==> src/rtl/rf_wb_arbiter_if.sv <==
// Register-file write-port bundle: pipeline WB, long-latency handshake,
// decode hazard query and the register-file write port.
interface rf_wb_arbiter_if;
    logic        wb_wr;
    logic [4:0]  wb_addr;
    logic [31:0] wb_data;
    logic        ll_issue;
    logic [4:0]  ll_issue_addr;
    logic        ll_valid;
    logic [4:0]  ll_addr;
    logic [31:0] ll_data;
    logic        ll_ready;
    logic [4:0]  rs_addr;
    logic [4:0]  rt_addr;
    logic [4:0]  rd_addr;
    logic        raw_stall;
    logic        hold_pipe;
    logic [4:0]  rf_waddr;
    logic [31:0] rf_wdata;
    logic        rf_wr;
    logic        wb_drop_err;

    modport master (
        output wb_wr, wb_addr, wb_data,
        output ll_issue, ll_issue_addr,
        output ll_valid, ll_addr, ll_data,
        output rs_addr, rt_addr, rd_addr,
        input  ll_ready, raw_stall, hold_pipe,
        input  rf_waddr, rf_wdata, rf_wr, wb_drop_err
    );

    modport slave (
        input  wb_wr, wb_addr, wb_data,
        input  ll_issue, ll_issue_addr,
        input  ll_valid, ll_addr, ll_data,
        input  rs_addr, rt_addr, rd_addr,
        output ll_ready, raw_stall, hold_pipe,
        output rf_waddr, rf_wdata, rf_wr, wb_drop_err
    );
endinterface

==> src/rtl/rf_wb_arbiter.sv <==
// Register-file write-port arbiter: WB stage vs long-latency results,
// busy scoreboard for decode stalls, bounded long-latency starvation.
module rf_wb_arbiter #(
    parameter int STARVE_LIMIT = 4,
    parameter int CNT_W        = 4
) (
    input logic            clk,
    input logic            rst_n,
    rf_wb_arbiter_if.slave bus
);
    localparam logic [CNT_W-1:0] LIMIT = CNT_W'(STARVE_LIMIT);

    logic [31:0]      busy_q, busy_d;
    logic [CNT_W-1:0] starve_cnt_q, starve_cnt_d;
    logic             wb_drop_err_q, wb_drop_err_d;

    logic hold;
    logic wb_eff;
    logic ll_fire;

    assign hold    = (starve_cnt_q == LIMIT);
    assign wb_eff  = bus.wb_wr & (bus.wb_addr != 5'd0) & ~hold;
    assign ll_fire = bus.ll_valid & (hold | ~wb_eff);

    always_comb begin
        bus.hold_pipe   = hold;
        bus.ll_ready    = hold | ~wb_eff;
        bus.rf_wr       = wb_eff | (ll_fire & (bus.ll_addr != 5'd0));
        bus.wb_drop_err = wb_drop_err_q;
        bus.raw_stall   = busy_q[bus.rs_addr] | busy_q[bus.rt_addr]
                        | busy_q[bus.rd_addr];
        bus.rf_waddr    = 5'd0;
        bus.rf_wdata    = 32'd0;
        if (wb_eff) begin
            bus.rf_waddr = bus.wb_addr;
            bus.rf_wdata = bus.wb_data;
        end else if (ll_fire) begin
            bus.rf_waddr = bus.ll_addr;
            bus.rf_wdata = bus.ll_data;
        end
    end

    // Issue is applied after retire so a same-edge set wins.
    always_comb begin
        busy_d = busy_q;
        if (ll_fire)
            busy_d[bus.ll_addr] = 1'b0;
        if (bus.ll_issue)
            busy_d[bus.ll_issue_addr] = 1'b1;
        busy_d[0] = 1'b0;
    end

    always_comb begin
        starve_cnt_d = starve_cnt_q;
        if (ll_fire | ~bus.ll_valid)
            starve_cnt_d = '0;
        else if (starve_cnt_q != LIMIT)
            starve_cnt_d = starve_cnt_q + 1'b1;
    end

    always_comb begin
        wb_drop_err_d = wb_drop_err_q;
        if (bus.wb_wr & (bus.wb_addr != 5'd0) & hold)
            wb_drop_err_d = 1'b1;
    end

    always_ff @(posedge clk or negedge rst_n) begin
        if (!rst_n) begin
            busy_q        <= '0;
            starve_cnt_q  <= '0;
            wb_drop_err_q <= 1'b0;
        end else begin
            busy_q        <= busy_d;
            starve_cnt_q  <= starve_cnt_d;
            wb_drop_err_q <= wb_drop_err_d;
        end
    end
endmodule

==> src/flat_wrapper.sv <==
// flat-port wrapper written by rule: the top's interface ports become plain ports
module rf_wb_arbiter_flat 
#(
    parameter int STARVE_LIMIT = 4,
    parameter int CNT_W        = 4
)
  (clk, rst_n, bus_wb_wr, bus_wb_addr, bus_wb_data, bus_ll_issue, bus_ll_issue_addr, bus_ll_valid, bus_ll_addr, bus_ll_data, bus_rs_addr, bus_rt_addr, bus_rd_addr, bus_ll_ready, bus_raw_stall, bus_hold_pipe, bus_rf_waddr, bus_rf_wdata, bus_rf_wr, bus_wb_drop_err);
  rf_wb_arbiter_if bus_i ();
  input logic clk;
  input logic rst_n;
  input wire logic [$bits(bus_i.wb_wr)-1:0] bus_wb_wr;
  input wire logic [$bits(bus_i.wb_addr)-1:0] bus_wb_addr;
  input wire logic [$bits(bus_i.wb_data)-1:0] bus_wb_data;
  input wire logic [$bits(bus_i.ll_issue)-1:0] bus_ll_issue;
  input wire logic [$bits(bus_i.ll_issue_addr)-1:0] bus_ll_issue_addr;
  input wire logic [$bits(bus_i.ll_valid)-1:0] bus_ll_valid;
  input wire logic [$bits(bus_i.ll_addr)-1:0] bus_ll_addr;
  input wire logic [$bits(bus_i.ll_data)-1:0] bus_ll_data;
  input wire logic [$bits(bus_i.rs_addr)-1:0] bus_rs_addr;
  input wire logic [$bits(bus_i.rt_addr)-1:0] bus_rt_addr;
  input wire logic [$bits(bus_i.rd_addr)-1:0] bus_rd_addr;
  output wire logic [$bits(bus_i.ll_ready)-1:0] bus_ll_ready;
  output wire logic [$bits(bus_i.raw_stall)-1:0] bus_raw_stall;
  output wire logic [$bits(bus_i.hold_pipe)-1:0] bus_hold_pipe;
  output wire logic [$bits(bus_i.rf_waddr)-1:0] bus_rf_waddr;
  output wire logic [$bits(bus_i.rf_wdata)-1:0] bus_rf_wdata;
  output wire logic [$bits(bus_i.rf_wr)-1:0] bus_rf_wr;
  output wire logic [$bits(bus_i.wb_drop_err)-1:0] bus_wb_drop_err;
  assign bus_i.wb_wr = bus_wb_wr;
  assign bus_i.wb_addr = bus_wb_addr;
  assign bus_i.wb_data = bus_wb_data;
  assign bus_i.ll_issue = bus_ll_issue;
  assign bus_i.ll_issue_addr = bus_ll_issue_addr;
  assign bus_i.ll_valid = bus_ll_valid;
  assign bus_i.ll_addr = bus_ll_addr;
  assign bus_i.ll_data = bus_ll_data;
  assign bus_i.rs_addr = bus_rs_addr;
  assign bus_i.rt_addr = bus_rt_addr;
  assign bus_i.rd_addr = bus_rd_addr;
  assign bus_ll_ready = bus_i.ll_ready;
  assign bus_raw_stall = bus_i.raw_stall;
  assign bus_hold_pipe = bus_i.hold_pipe;
  assign bus_rf_waddr = bus_i.rf_waddr;
  assign bus_rf_wdata = bus_i.rf_wdata;
  assign bus_rf_wr = bus_i.rf_wr;
  assign bus_wb_drop_err = bus_i.wb_drop_err;
  rf_wb_arbiter #(.STARVE_LIMIT(STARVE_LIMIT), .CNT_W(CNT_W)) u_core (.clk(clk), .rst_n(rst_n), .bus(bus_i));
endmodule
==> config.mk <==
export PLATFORM = sky130hd
export DESIGN_NAME = rf_wb_arbiter_flat
export DESIGN_NICKNAME = d
export VERILOG_FILES = /design/src/rtl/rf_wb_arbiter_if.sv /design/src/rtl/rf_wb_arbiter.sv /design/src/flat_wrapper.sv
export SDC_FILE = /design/constraint.sdc
export NUM_CORES = 1
export LEC_CHECK = 0
export ABC_AREA = 1
export CAP_MARGIN = 20
export CORE_ASPECT_RATIO = 0.9
export CORE_UTILIZATION = 70
export DETAILED_ROUTE_END_ITERATION = 16
export DONT_BUFFER_PORTS = 1
export GPL_TIMING_DRIVEN = 0
export PLACE_DENSITY = 0.85
export SYNTH_ARGS = -nofsm -noshare
export SYNTH_HDL_FRONTEND = slang
export SYNTH_SLANG_ARGS = --single-unit
==> constraint.sdc <==
create_clock -name clk -period 2.9 [get_ports clk]
set_input_delay 0.435 -clock clk [delete_from_list [all_inputs] [get_ports clk]]
set_output_delay 0.435 -clock clk [all_outputs]
set_load 0.005 [all_outputs]
Yosys cells after proc, flatten, opt, wreduce, memory -nomap -nowiden
Cells that the tools add are included.
W data, S select, Z words.
{"block": "word_totals", "regBits": 36, "output_inout_bits": 42, "word_cells": 52, "in_bits": 99}
{"block": "classes", "n_reduce_logical": 5, "add_sub_neg": 1, "bitwise_logic": 16, "eq_ne": 2, "muxes": 18, "magnitude_cmp": 7}
{"op": "$mux W32", "count": 4}
{"op": "$and A32 B32 Y32", "count": 1}
{"op": "$not A32 Y32", "count": 1}
{"op": "$or A32 B32 Y32", "count": 1}
{"op": "$lt A5 B6 Y1 const B", "count": 5}
{"op": "$bmux W1 S5", "count": 3}
{"op": "$demux W1 S5", "count": 2}
{"op": "$ge A5 B1 Y1 const B", "count": 2}
{"op": "$mux W5", "count": 2}
{"op": "$reduce_bool A5 Y1", "count": 2}
{"op": "$mux W4", "count": 2}
{"op": "$and A1 B1 Y1", "count": 5}
{"op": "$mux W1", "count": 5}
{"op": "$or A1 B1 Y1", "count": 5}
{"op": "$add A4 B1 Y4 const B", "count": 1}
{"op": "$eq A4 B3 Y1 const B", "count": 1}
{"op": "$ne A4 B3 Y1 const B", "count": 1}
{"op": "$not A1 Y1", "count": 3}
{"op": "$logic_and A1 B1 Y1", "count": 2}
{"op": "$reduce_bool A2 Y1", "count": 1}

Longest topological paths before layout
{"block": "logic_depth", "ltp_word": 9, "ltp_mapped": 11}

Least setup slack after synthesis
OpenSTA, ideal clock, no wires.
{"block": "synth_path", "path_type": "reg-to-output", "start": "register u_core.starve_cnt_q[0]", "end": "output port bus_rf_wdata[10]", "required_time_ns": 2.465, "stages_incl_launch_ff": 9, "path_slack_ns": 1.141, "t_arrival_ns": 1.324, "cell_sequence": "dfrtp_1 -> inv_1 -> ha_1 -> nand2_2 -> nand3_4 -> nand2_4 -> inv_2 -> buf_6 -> a22o_1"}
{"block": "synth_between", "elab_chain_len": 8}
{"item": "from (decl)", "line": "rf_wb_arbiter.sv:14", "text": "logic [CNT_W-1:0] starve_cnt_q, starve_cnt_d;"}
{"item": "from (signal assigned)", "line": "rf_wb_arbiter.sv:74", "text": "starve_cnt_q <= starve_cnt_d;"}
{"item": "$eq A4 B3 Y1 *", "line": "rf_wb_arbiter.sv:21", "text": "assign hold = (starve_cnt_q == LIMIT);"}
{"item": "$not A1 Y1", "line": "rf_wb_arbiter.sv:22", "text": "assign wb_eff = bus.wb_wr & (bus.wb_addr != 5'd0) & ~hold;"}
{"item": "$and A1 B1 Y1", "line": "rf_wb_arbiter.sv:22"}
{"item": "$not A1 Y1"}
{"item": "$or A1 B1 Y1 *"}
{"item": "named net bus_ll_ready", "line": "flat_wrapper.sv:22", "text": "output wire logic [$bits(bus_i.ll_ready)-1:0] bus_ll_ready;"}
{"item": "$and A1 B1 Y1 *", "line": "rf_wb_arbiter.sv:23", "text": "assign ll_fire = bus.ll_valid & (hold | ~wb_eff);"}
{"item": "$mux W32 *", "line": "rf_wb_arbiter.sv:37", "text": "end else if (ll_fire) begin"}
{"item": "$mux W32 *", "line": "rf_wb_arbiter.sv:34", "text": "if (wb_eff) begin"}
{"item": "to (decl)", "line": "flat_wrapper.sv:26", "text": "output wire logic [$bits(bus_i.rf_wdata)-1:0] bus_rf_wdata;"}
The timed path passes the listed nets; every way through them passes the cells marked *.

Final worst setup path
{"block": "layout_path", "start": "register u_core.starve_cnt_q[0]", "end": "output port bus_rf_wdata[23]"}
Same word-level chain as after synthesis.

==> metrics.txt <==
#FFs+latches synth=36; power per cell area=504 mW/mm²; number of maximum-capacitance violations=0; Num CTS Buffers=5; number of setup violations in the final report=0; result of the run=finished clean; Yosys top cell area share=28.9%; total leakage power=0.00160 µW; count of buffers added by post-CTS timing repair for setup=0; Synth Area per Inst=6.36 µm²; worst-case reg-to-reg path depth=8; classification of the worst setup path=reg -> out; share of synthesized registers carrying an async set or reset=100%; clock latency on the worst-skew pair=0.30 ns; standard cell core area=0.00418 mm²; largest fanout on the critical path=10; yosys warns=0; aggregate routed wire length=10,900 µm; sequential-to-total area share from yosys stat=28.9%; time the worst path needs with I/O delays and setup=2.33 ns; TritonCTS clock tree=yes; endpoint required time on the critical path=2.47 ns; register-to-register path setup slack=1.19 ns; arithmetic-cell share of the synthesized area counting full adders, half adders and majority gates=0.803%; fraction of final layout cells sized beyond drive strength 1=7.60%; overall die width=72.3 µm; nature of the critical path startpoint=register; average detailed-routed wire length per instance=19.5 µm; classification of the worst-slack hold path=in -> reg; worst clock skew=0.00834 ns; destination of the worst register-to-register timing path=u_core.starve_cnt_q[2]; synthesis-to-layout area growth=6.27%; routability congestion estimate from global placement=0.947; storage element area=901 µm²; number of nets with antenna violations after routing=0; Synth Area in Compound Gates=20.8%; area share of and/or/nand/nor cells after synthesis=36.7%; initial drt markers=389; overflow left after global routing=0; launch point of the worst hold path=bus_wb_wr; leading area contributor after synthesis=sky130_fd_sc_hd__dfrtp_1; net count after synthesis=591; vertical die dimension=65.3 µm; post-synthesis instance area=0.00312 mm²; fraction of the cycle the final worst path needs=80.2%; relative max-transition margin=57.0%; critical path data arrival time=1.89 ns; Total GRT Usage=48.7%; post-DR vias/cell=6.50; half-perimeter wire length of the detailed placement result=8220 µm; most common cell after layout, fill and taps aside=sky130_fd_sc_hd__nand2_1; number of global-route vias before repair=3,288; standard cell with the maximum stage delay on the critical path=sky130_fd_sc_hd__dfrtp_1; first-pass GRT wire length=16,600 µm; area occupied by multi-input gates=0.00183 mm²; post-route cell area=0.00331 mm²; Buffers on Ports=0; synthesized instance count=490; largest net degree at the start of global routing=37; clk sink count=36; placed cell area=0.00319 mm²; Fmax=0.430 GHz; buffer levels on the longest clock path=2; Worst-path clk slew=0.07 ns; count of pins over their slew limit=0; worst-case hold path end point=u_core.bus.wb_drop_err; effective utilization at floorplan=74.5%; number of top-level pins=141; Post-CTS Resized=0; number of iterations in the first detailed-routing pass=5; fraction of synthesized cell area in xor and xnor cells=0.562%; setup total negative slack=0 ns; portion of netlist area occupied by mux cells=0%; Yosys cell types=27; actual transition at the worst max-transition pin=0.642 ns; number of DRC violations after detailed routing=0; commonest cells after routing, fill and taps aside=sky130_fd_sc_hd__nand2_1 (148), sky130_fd_sc_hd__nand3_1 (81), sky130_fd_sc_hd__inv_1 (55), sky130_fd_sc_hd__o21ai_0 (38), sky130_fd_sc_hd__dfrtp_1 (36); Root Driver=sky130_fd_sc_hd__clkbuf_8; H-Tree Level Count=2; floorplan die area=0.00472 mm²; number of stages on the worst hold path=1; initial antenna violation count=0; top cells by area in the synthesized netlist=sky130_fd_sc_hd__dfrtp_1 (29%), sky130_fd_sc_hd__nand2_1 (18%), sky130_fd_sc_hd__nand3_1 (13%); crit path cell chain=inv_1, ha_1, nand2_2, nand3_4, nand2_4, inv_2, buf_6, a22o_1; setup repair after global routing missed its margin=false; # fillers=330; beginning of the worst register-to-register path=u_core.starve_cnt_q[0]; IR Drop Worst-Case VDD=0.410 mV; Hold Fails Final Rpt=0; number of placement rows=22; count of vias placed by the detailed router=3,639; Final #Nets=600; Post-synth EDFFs=0; main flop type after synthesis=sky130_fd_sc_hd__dfrtp_1; type of element capturing the critical path=output port; diode count=0; main combinational cell family by area after synthesis=simple AND/OR/NAND/NOR gates; CP max stage delay=0.40 ns
## cells by family after synthesis
| family | Yosys count |
|---|---|
| AND/OR/NAND/NOR | 265 |
| XOR/XNOR | 2 |
| adder cells (fa/ha/maj) | 2 |
| AO/OA/AOI/OAI | 103 |
| buffers and inverters | 82 |
| flip-flops | 36 |
## registers in the layout, indices dropped and copies added (netlist names)
register and flops:
u_core.busy_q 31, u_core.bus.wb_drop_err 1, u_core.starve_cnt_q 4
## worst max-delay path by stage
stage | start | to | slack (ns)
floorplan | u_core.starve_cnt_q[0] | bus_rf_wdata[10] | 1.14
global placement | u_core.starve_cnt_q[0] | bus_rf_wdata[23] | 0.97
detailed placement | u_core.starve_cnt_q[0] | bus_rf_wdata[13] | 0.94
CTS | u_core.starve_cnt_q[0] | bus_rf_wdata[13] | 0.62
global route | u_core.starve_cnt_q[0] | bus_rf_wdata[13] | 0.49
finish | u_core.starve_cnt_q[0] | bus_rf_wdata[23] | 0.57
## report_power, final
| group | switching [µW] | total [µW] | internal (µW) | leakage [µW] |
|---|---|---|---|---|
| Sequential | 162 | 770 | 608 | 0.000439 |
| Clock | 178 | 371 | 194 | 0.0000455 |
| Combinational | 326 | 528 | 202 | 0.00111 |
## critical path: cells and delay by family, from the launching register on
kind,cells,cell delay (ns)
buffers and inverters,3,0.30
AND/OR/NAND/NOR,3,0.44
adder cells (fa/ha/maj),1,0.22
AO/OA/AOI/OAI,1,0.23
flip-flops,1,0.40
## through the flow
step / power, µW / util [%] / hold WS, ns / instances / setup WS (ns)
floorplan: 1090 / - / 0.139 / 490 / 1.14
global placement: 1240 / 76.3 / 0.140 / 550 / 0.967
detailed placement: 1260 / 76.3 / 0.140 / 550 / 0.943
CTS: 1630 / 79.1 / 0.307 / 560 / 0.620
global route: 1760 / 79.1 / 0.301 / 560 / 0.492
finish: 1670 / 79.1 / 0.302 / 560 / 0.574
## Yosys cell counts, types with 2 or more instances
cell type / n
sky130_fd_sc_hd__ha_1: 2
sky130_fd_sc_hd__buf_6: 6
sky130_fd_sc_hd__nor2_1: 18
sky130_fd_sc_hd__nand3_1: 81
sky130_fd_sc_hd__inv_2: 5
sky130_fd_sc_hd__inv_1: 55
sky130_fd_sc_hd__o21ai_0: 38
sky130_fd_sc_hd__o21ai_1: 27
sky130_fd_sc_hd__a22o_1: 32
sky130_fd_sc_hd__o22ai_1: 3
sky130_fd_sc_hd__nor3_1: 12
sky130_fd_sc_hd__buf_2: 11
sky130_fd_sc_hd__nand2_1: 148
sky130_fd_sc_hd__dfrtp_1: 36
sky130_fd_sc_hd__buf_4: 4
## layout make-up
cell class | count | share of cell area (%)
inverter | 60 | 6.80
multi-input combinational | 372 | 55.4
clock buffer | 8 | 2.72
tap | 60 | 2.27
buffer | 22 | 4.72
sequential | 36 | 27.2
timing repair buffer | 2 | 0.907
## routing by layer
metal / routed length, µm / global-route usage, %
met1: 4020 / 60.7
met3: 1600 / 17.0
met5: 0 / 0
met4: 716 / 34.3
met2: 4600 / 70.2
## what timing repair did
item,CTS,global route
hold buffers,2,0
endpoints found under the setup margin,0,0
hold endpoints to repair,36,0
Power figures use the tool's default switching activity.
